--- config.mk ---
export PLATFORM = sky130hd
export DESIGN_NAME = intersection_monitor
export DESIGN_NICKNAME = d
export VERILOG_FILES = /design/src/rtl/intersection_monitor.sv
export SDC_FILE = /design/constraint.sdc
export NUM_CORES = 1
export LEC_CHECK = 0
export CAP_MARGIN = 20
export CORE_MARGIN = 1
export CORE_UTILIZATION = 30
export CTS_CLUSTER_SIZE = 28
export DETAILED_ROUTE_END_ITERATION = 16
export GPL_TIMING_DRIVEN = 1
export MAX_ROUTING_LAYER = met4
export PLACE_DENSITY_LB_ADDON = 0.25
export SYNTH_ARGS = -nofsm -noshare
export SYNTH_HDL_FRONTEND = slang
export SYNTH_SLANG_ARGS = --single-unit
--- constraint.sdc ---
create_clock -name clk -period 2.62 [get_ports clk]
set_clock_uncertainty 0.1 [all_clocks]
set_input_delay 0.524 -clock clk [delete_from_list [all_inputs] [get_ports clk]]
set_output_delay 0.524 -clock clk [all_outputs]
set_load 0.1 [all_outputs]
--- src/rtl/intersection_monitor.sv ---
// Safety monitor for a four-way intersection: watches all car and pedestrian
// heads, latches the first conflict as a sticky fault and counts N/S phase starts.
module intersection_monitor #(
    parameter int unsigned MIN_YELLOW = 3,
    parameter int unsigned CNT_W      = 16
) (
    input  logic             clk,
    input  logic             rst,
    input  logic [1:0]       n_car,
    input  logic [1:0]       s_car,
    input  logic [1:0]       e_car,
    input  logic [1:0]       w_car,
    input  logic [1:0]       n_ped,
    input  logic [1:0]       s_ped,
    input  logic [1:0]       e_ped,
    input  logic [1:0]       w_ped,
    input  logic             fault_clr,
    output logic             fault,
    output logic [2:0]       fault_code,
    output logic [1:0]       fault_src,
    output logic [CNT_W-1:0] phase_cnt
);

    localparam logic [1:0] RED    = 2'b00;
    localparam logic [1:0] YELLOW = 2'b01;
    localparam logic [1:0] GREEN  = 2'b10;
    localparam logic [1:0] INV    = 2'b11;

    localparam int unsigned NUM_APP = 4;
    localparam int unsigned YEL_W   = 8;

    logic [1:0]       car      [NUM_APP];
    logic [1:0]       ped      [NUM_APP];
    logic [1:0]       prev_car [NUM_APP];
    logic [YEL_W-1:0] yel_cnt  [NUM_APP];

    logic               cross_v;
    logic [NUM_APP-1:0] ped_v;
    logic [NUM_APP-1:0] seq_v;
    logic [NUM_APP-1:0] inv_v;
    logic [NUM_APP-1:0] short_v;
    logic               viol;
    logic [2:0]         viol_code;
    logic [1:0]         viol_src;
    logic               ns_start;

    // Lowest approach index among the set bits.
    function automatic logic [1:0] first_idx(input logic [NUM_APP-1:0] v);
        if (v[0])      first_idx = 2'd0;
        else if (v[1]) first_idx = 2'd1;
        else if (v[2]) first_idx = 2'd2;
        else           first_idx = 2'd3;
    endfunction

    always_comb begin
        car[0] = n_car;
        car[1] = s_car;
        car[2] = e_car;
        car[3] = w_car;
        ped[0] = n_ped;
        ped[1] = s_ped;
        ped[2] = e_ped;
        ped[3] = w_ped;
    end

    // Per-approach violation conditions against the current sample and history.
    always_comb begin
        cross_v = ((car[0] != RED) || (car[1] != RED)) &&
                  ((car[2] != RED) || (car[3] != RED));
        ped_v   = '0;
        seq_v   = '0;
        inv_v   = '0;
        short_v = '0;
        for (int i = 0; i < NUM_APP; i++) begin
            ped_v[i]   = (ped[i] == GREEN) && (car[i] != RED);
            seq_v[i]   = ((prev_car[i] == GREEN)  && (car[i] == RED))   ||
                         ((prev_car[i] == YELLOW) && (car[i] == GREEN)) ||
                         ((prev_car[i] == RED)    && (car[i] == YELLOW));
            inv_v[i]   = (car[i] == INV) || (ped[i] == INV);
            short_v[i] = (prev_car[i] == YELLOW) && (car[i] == RED) &&
                         (32'(yel_cnt[i]) < MIN_YELLOW);
        end
    end

    // Lowest code wins, then lowest approach.
    always_comb begin
        viol      = 1'b1;
        viol_code = 3'd0;
        viol_src  = 2'd0;
        if (cross_v) begin
            viol_code = 3'd1;
        end else if (|ped_v) begin
            viol_code = 3'd2;
            viol_src  = first_idx(ped_v);
        end else if (|seq_v) begin
            viol_code = 3'd3;
            viol_src  = first_idx(seq_v);
        end else if (|inv_v) begin
            viol_code = 3'd4;
            viol_src  = first_idx(inv_v);
        end else if (|short_v) begin
            viol_code = 3'd5;
            viol_src  = first_idx(short_v);
        end else begin
            viol = 1'b0;
        end
    end

    assign ns_start = (prev_car[0] == RED) && (prev_car[1] == RED) &&
                      ((car[0] == GREEN) || (car[1] == GREEN));

    always_ff @(posedge clk) begin
        if (rst) begin
            fault      <= 1'b0;
            fault_code <= 3'd0;
            fault_src  <= 2'd0;
            phase_cnt  <= '0;
            for (int i = 0; i < NUM_APP; i++) begin
                prev_car[i] <= RED;
                yel_cnt[i]  <= '0;
            end
        end else begin
            for (int i = 0; i < NUM_APP; i++) begin
                prev_car[i] <= car[i];
                if (car[i] == YELLOW)
                    yel_cnt[i] <= (yel_cnt[i] != '1) ? yel_cnt[i] + YEL_W'(1) : yel_cnt[i];
                else
                    yel_cnt[i] <= '0;
            end

            if (ns_start && (phase_cnt != '1))
                phase_cnt <= phase_cnt + CNT_W'(1);

            // A fresh violation outranks a clear; a held fault ignores new ones.
            if (viol && (!fault || fault_clr)) begin
                fault      <= 1'b1;
                fault_code <= viol_code;
                fault_src  <= viol_src;
            end else if (fault_clr) begin
                fault      <= 1'b0;
                fault_code <= 3'd0;
                fault_src  <= 2'd0;
            end
        end
    end

endmodule

==> results by group <==
Worst setup path
  – Crit path kind: in2reg
  – Crit-path cells: clkdlybuf4s50_1, nor2_4, nor3b_1, or4_4, nor3_4, or4b_1, a21oi_1
  – CP delay by family, top: simple AND/OR/NAND/NOR gates
  – Crit path arrival time: 2560 ps
  – RR Endpoint: fault_code[2]
  – R2R cell count: 7
  – Worst setup path start: s_car[0]
  – Crit-path max cell delay: 560 ps
  – CP Data Required Time: 2800 ps
  – CP max FO: 3
  – Max stage delay cell, worst path: or4_4
  – CP endpoint kind: register
  – R2R Path Start: yel_cnt[0][0]
  – Crit path buffers/inverters: 1
  – R2r setup slk: 370 ps
  – Critical path depth in cells: 7
  – Crit start category: input pin

Place
  – Post-DP HPWL: 5580 um
  – Setup WS pre-CTS: -132 ps
  – GP Congestion: 0.815
  – Port bufs: 40

Power and ir drop
  – Switching part of the total: 0.263
  – Clock share of power: 0.384
  – Net Sw Power: 552 uW
  – Register share of total power: 0.495
  – Static Leak: 1.60 nW
  – VDD IR max: 0.193 mV
  – PD cells: 503 nW/um^2
  – Logic pwr share: 0.122
  – Internal power: 1.55 mW
  – Total Power: 2.10 mW

Status
  – Status: complete, no violations

Timing
  – Tightest slew margin relative to the limit: 0.571
  – RSZ-0062 raised after global routing: no
  – Final count of hold timing violations: 0
  – Setup ws final: 238 ps
  – Least-Margin Pin Slew: 633 ps
  – Final critical-path required period: 2380 ps
  – Max Slew Vio Count: 0
  – Setup TNS: 0 ps
  – Fmax: 420 MHz
  – Final setup vio count: 0
  – Tcrit/Tclk final: 0.909

Clock tree
  – CTS tree: built
  – Clk_lat worst skew: 350 ps
  – Postcts setup bufs: 0
  – CTS Hold Bufs: 0
  – Bufs on Longest Clock Path: 2
  – Post-CTS Resized: 0
  – Worst-path clk slew: 70 ps
  – H-tree Lvls: 3
  – CTS sink count: 62
  – Total CTS buffers: 9
  – CTS root buffer: clkbuf_8

Final layout
  – Commonest non-fill, non-tap cell in the layout: buf_4
  – Nets@finish: 435
  – Layout Utilization: 0.402
  – Area delta synth->final: 28.9%
  – Commonest non-fill, non-tap cells in the layout: 56 x buf_4, 49 x nor2_1, 32 x edfxtp_1, 30 x dfxtp_1, 19 x xnor2_1
  – Share of layout cells above drive strength 1: 0.190
  – Number of diodes: 0
  – Fillcell total: 1,050

Synthesis
  – Fraction of registers with async set/reset: 0
  – FF+latch count, synth: 62
  – Post-synthesis sequential area ratio: 0.482
  – Number of synthesized flops with an enable pin: 32
  – Distinct cell type count after synthesis: 50
  – Area leader, netlist: edfxtp_1
  – Yosys top cell area share: 0.297
  – Cells after synthesis: 333
  – Synth Net Count: 357
  – Syn Std Cell Area: 3240 sq um
  – Yosys warns: 0
  – Synth top area cells: edfxtp_1 30%, dfxtp_1 19%, nor2_1 5.7%
  – Mean Syn Cell Area: 9.72 sq um
  – Most used DFF post-synth: edfxtp_1

Floorplanning
  – Core footprint: 10,400 sq um
  – Rows: 37
  – Initial Util: 0.312
  – Die area: 11,200 sq um
  – Die Height: 106 um
  – Die Wd: 106 um
  – IO Count: 41

Global routing
  – Vias in the first global route: 2,607
  – Antenna violations before repair: 0
  – Total gr overflow: 0
  – Global-route wire length before repair: 12,200 um
  – All-layer global routing usage: 0.143
  – Largest net degree at the start of global routing: 18

Detailed routing
  – Initial DRC Count: 82
  – Vias/cell: 4.83
  – WL/cell: 13.2 um
  – TritonRoute pass-1 iters: 4
  – Total wire length: 7310 um
  – Via count: 2,665
  – DRC: 0
  – ANT nets after route: 0

Min path
  – Worst Hold End: fault_code[0]
  – Hold_sp: fault_code[0]
  – Hold WC Path Type: reg2reg
  – Hold Crit Depth: 1

Job
  – Maxcap violations: 0
-- cell families after synthesis --
group | count (synthesis) | share of synthesized area
buffers and inverters | 18 | 0.0209
xor gates and xnor gates | 34 | 0.0920
DFF | 62 | 0.482
and+or+nand+nor | 164 | 0.278
muxes | 1 | 0.00309
AOI/OAI and AO/OA | 49 | 0.104
adders and majority gates | 5 | 0.0193
-- registers in the layout, summed over array words and instances (netlist names) --
signal      flops
fault           1
prev_car        8
phase_cnt      16
fault_code      3
yel_cnt        32
fault_src       2
-- final cells by class --
| class | instances | area (sq um) | share of cell area |
|---|---|---|---|
| Clock inverter | 6 | 42.5 | 0.0102 |
| Sequential cell | 62 | 1560 | 0.374 |
| Tap cell | 136 | 170 | 0.0408 |
| Inverter | 11 | 41.3 | 0.00990 |
| Multi-Input combinational cell | 253 | 1610 | 0.385 |
| Timing Repair Buffer | 74 | 601 | 0.144 |
| Clock buffer | 10 | 149 | 0.0357 |
-- layer usage --
metal	vias up	GRT usage	part of all wire
met5	-	-	0
met4	0	0.0565	0.018
met3	11	0.0371	0.049
met2	43	0.220	0.46
met1	1231	0.178	0.48
li1	1380	-	-
-- worst max-delay path by stage --
stage,end,slack [ps]
6_report,fault_code[2],240
4_1_cts,fault_code[2],250
5_1_grt,fault_code[2],90
3_3_place_gp,fault_code[2],-100
2_1_floorplan,phase_cnt[13],20
3_5_place_dp,fault_code[2],-130
-- cells in the mapped netlist (4+ instances only) --
cell type	number
o21ai_0	10
inv_1	11
nand2_1	9
nor2b_1	13
ha_1	5
nor2_1	49
edfxtp_1	32
a21oi_1	14
clkbuf_1	7
nand3_1	18
and4_1	4
xor2_1	15
nand4_1	10
xnor2_1	19
and3_1	10
nor3_1	6
nor4_1	7
dfxtp_1	30
nand2b_1	9
nor3b_1	4
or3_1	10
-- power groups by stage --
stage / logic [mW] / registers, mW / clock network [mW]
final: 0.255 / 1.04 / 0.805
after global routing: 0.275 / 1.04 / 0.872
after CTS: 0.258 / 1.04 / 0.839
after detailed placement: 0.257 / 1.06 / 0
after global placement: 0.255 / 1.06 / 0
after floorplan: 0.101 / 1.10 / 0
-- stage by stage --
step                hold WS [ps]  instance area [sq um]  cells
floorplan                    453                   3240    333
global placement             361                   3980    536
detailed placement           370                   3980    536
CTS                          386                   4170    552
global route                 396                   4170    552
finish                       381                   4170    552
Power figures use the tool's default switching activity.
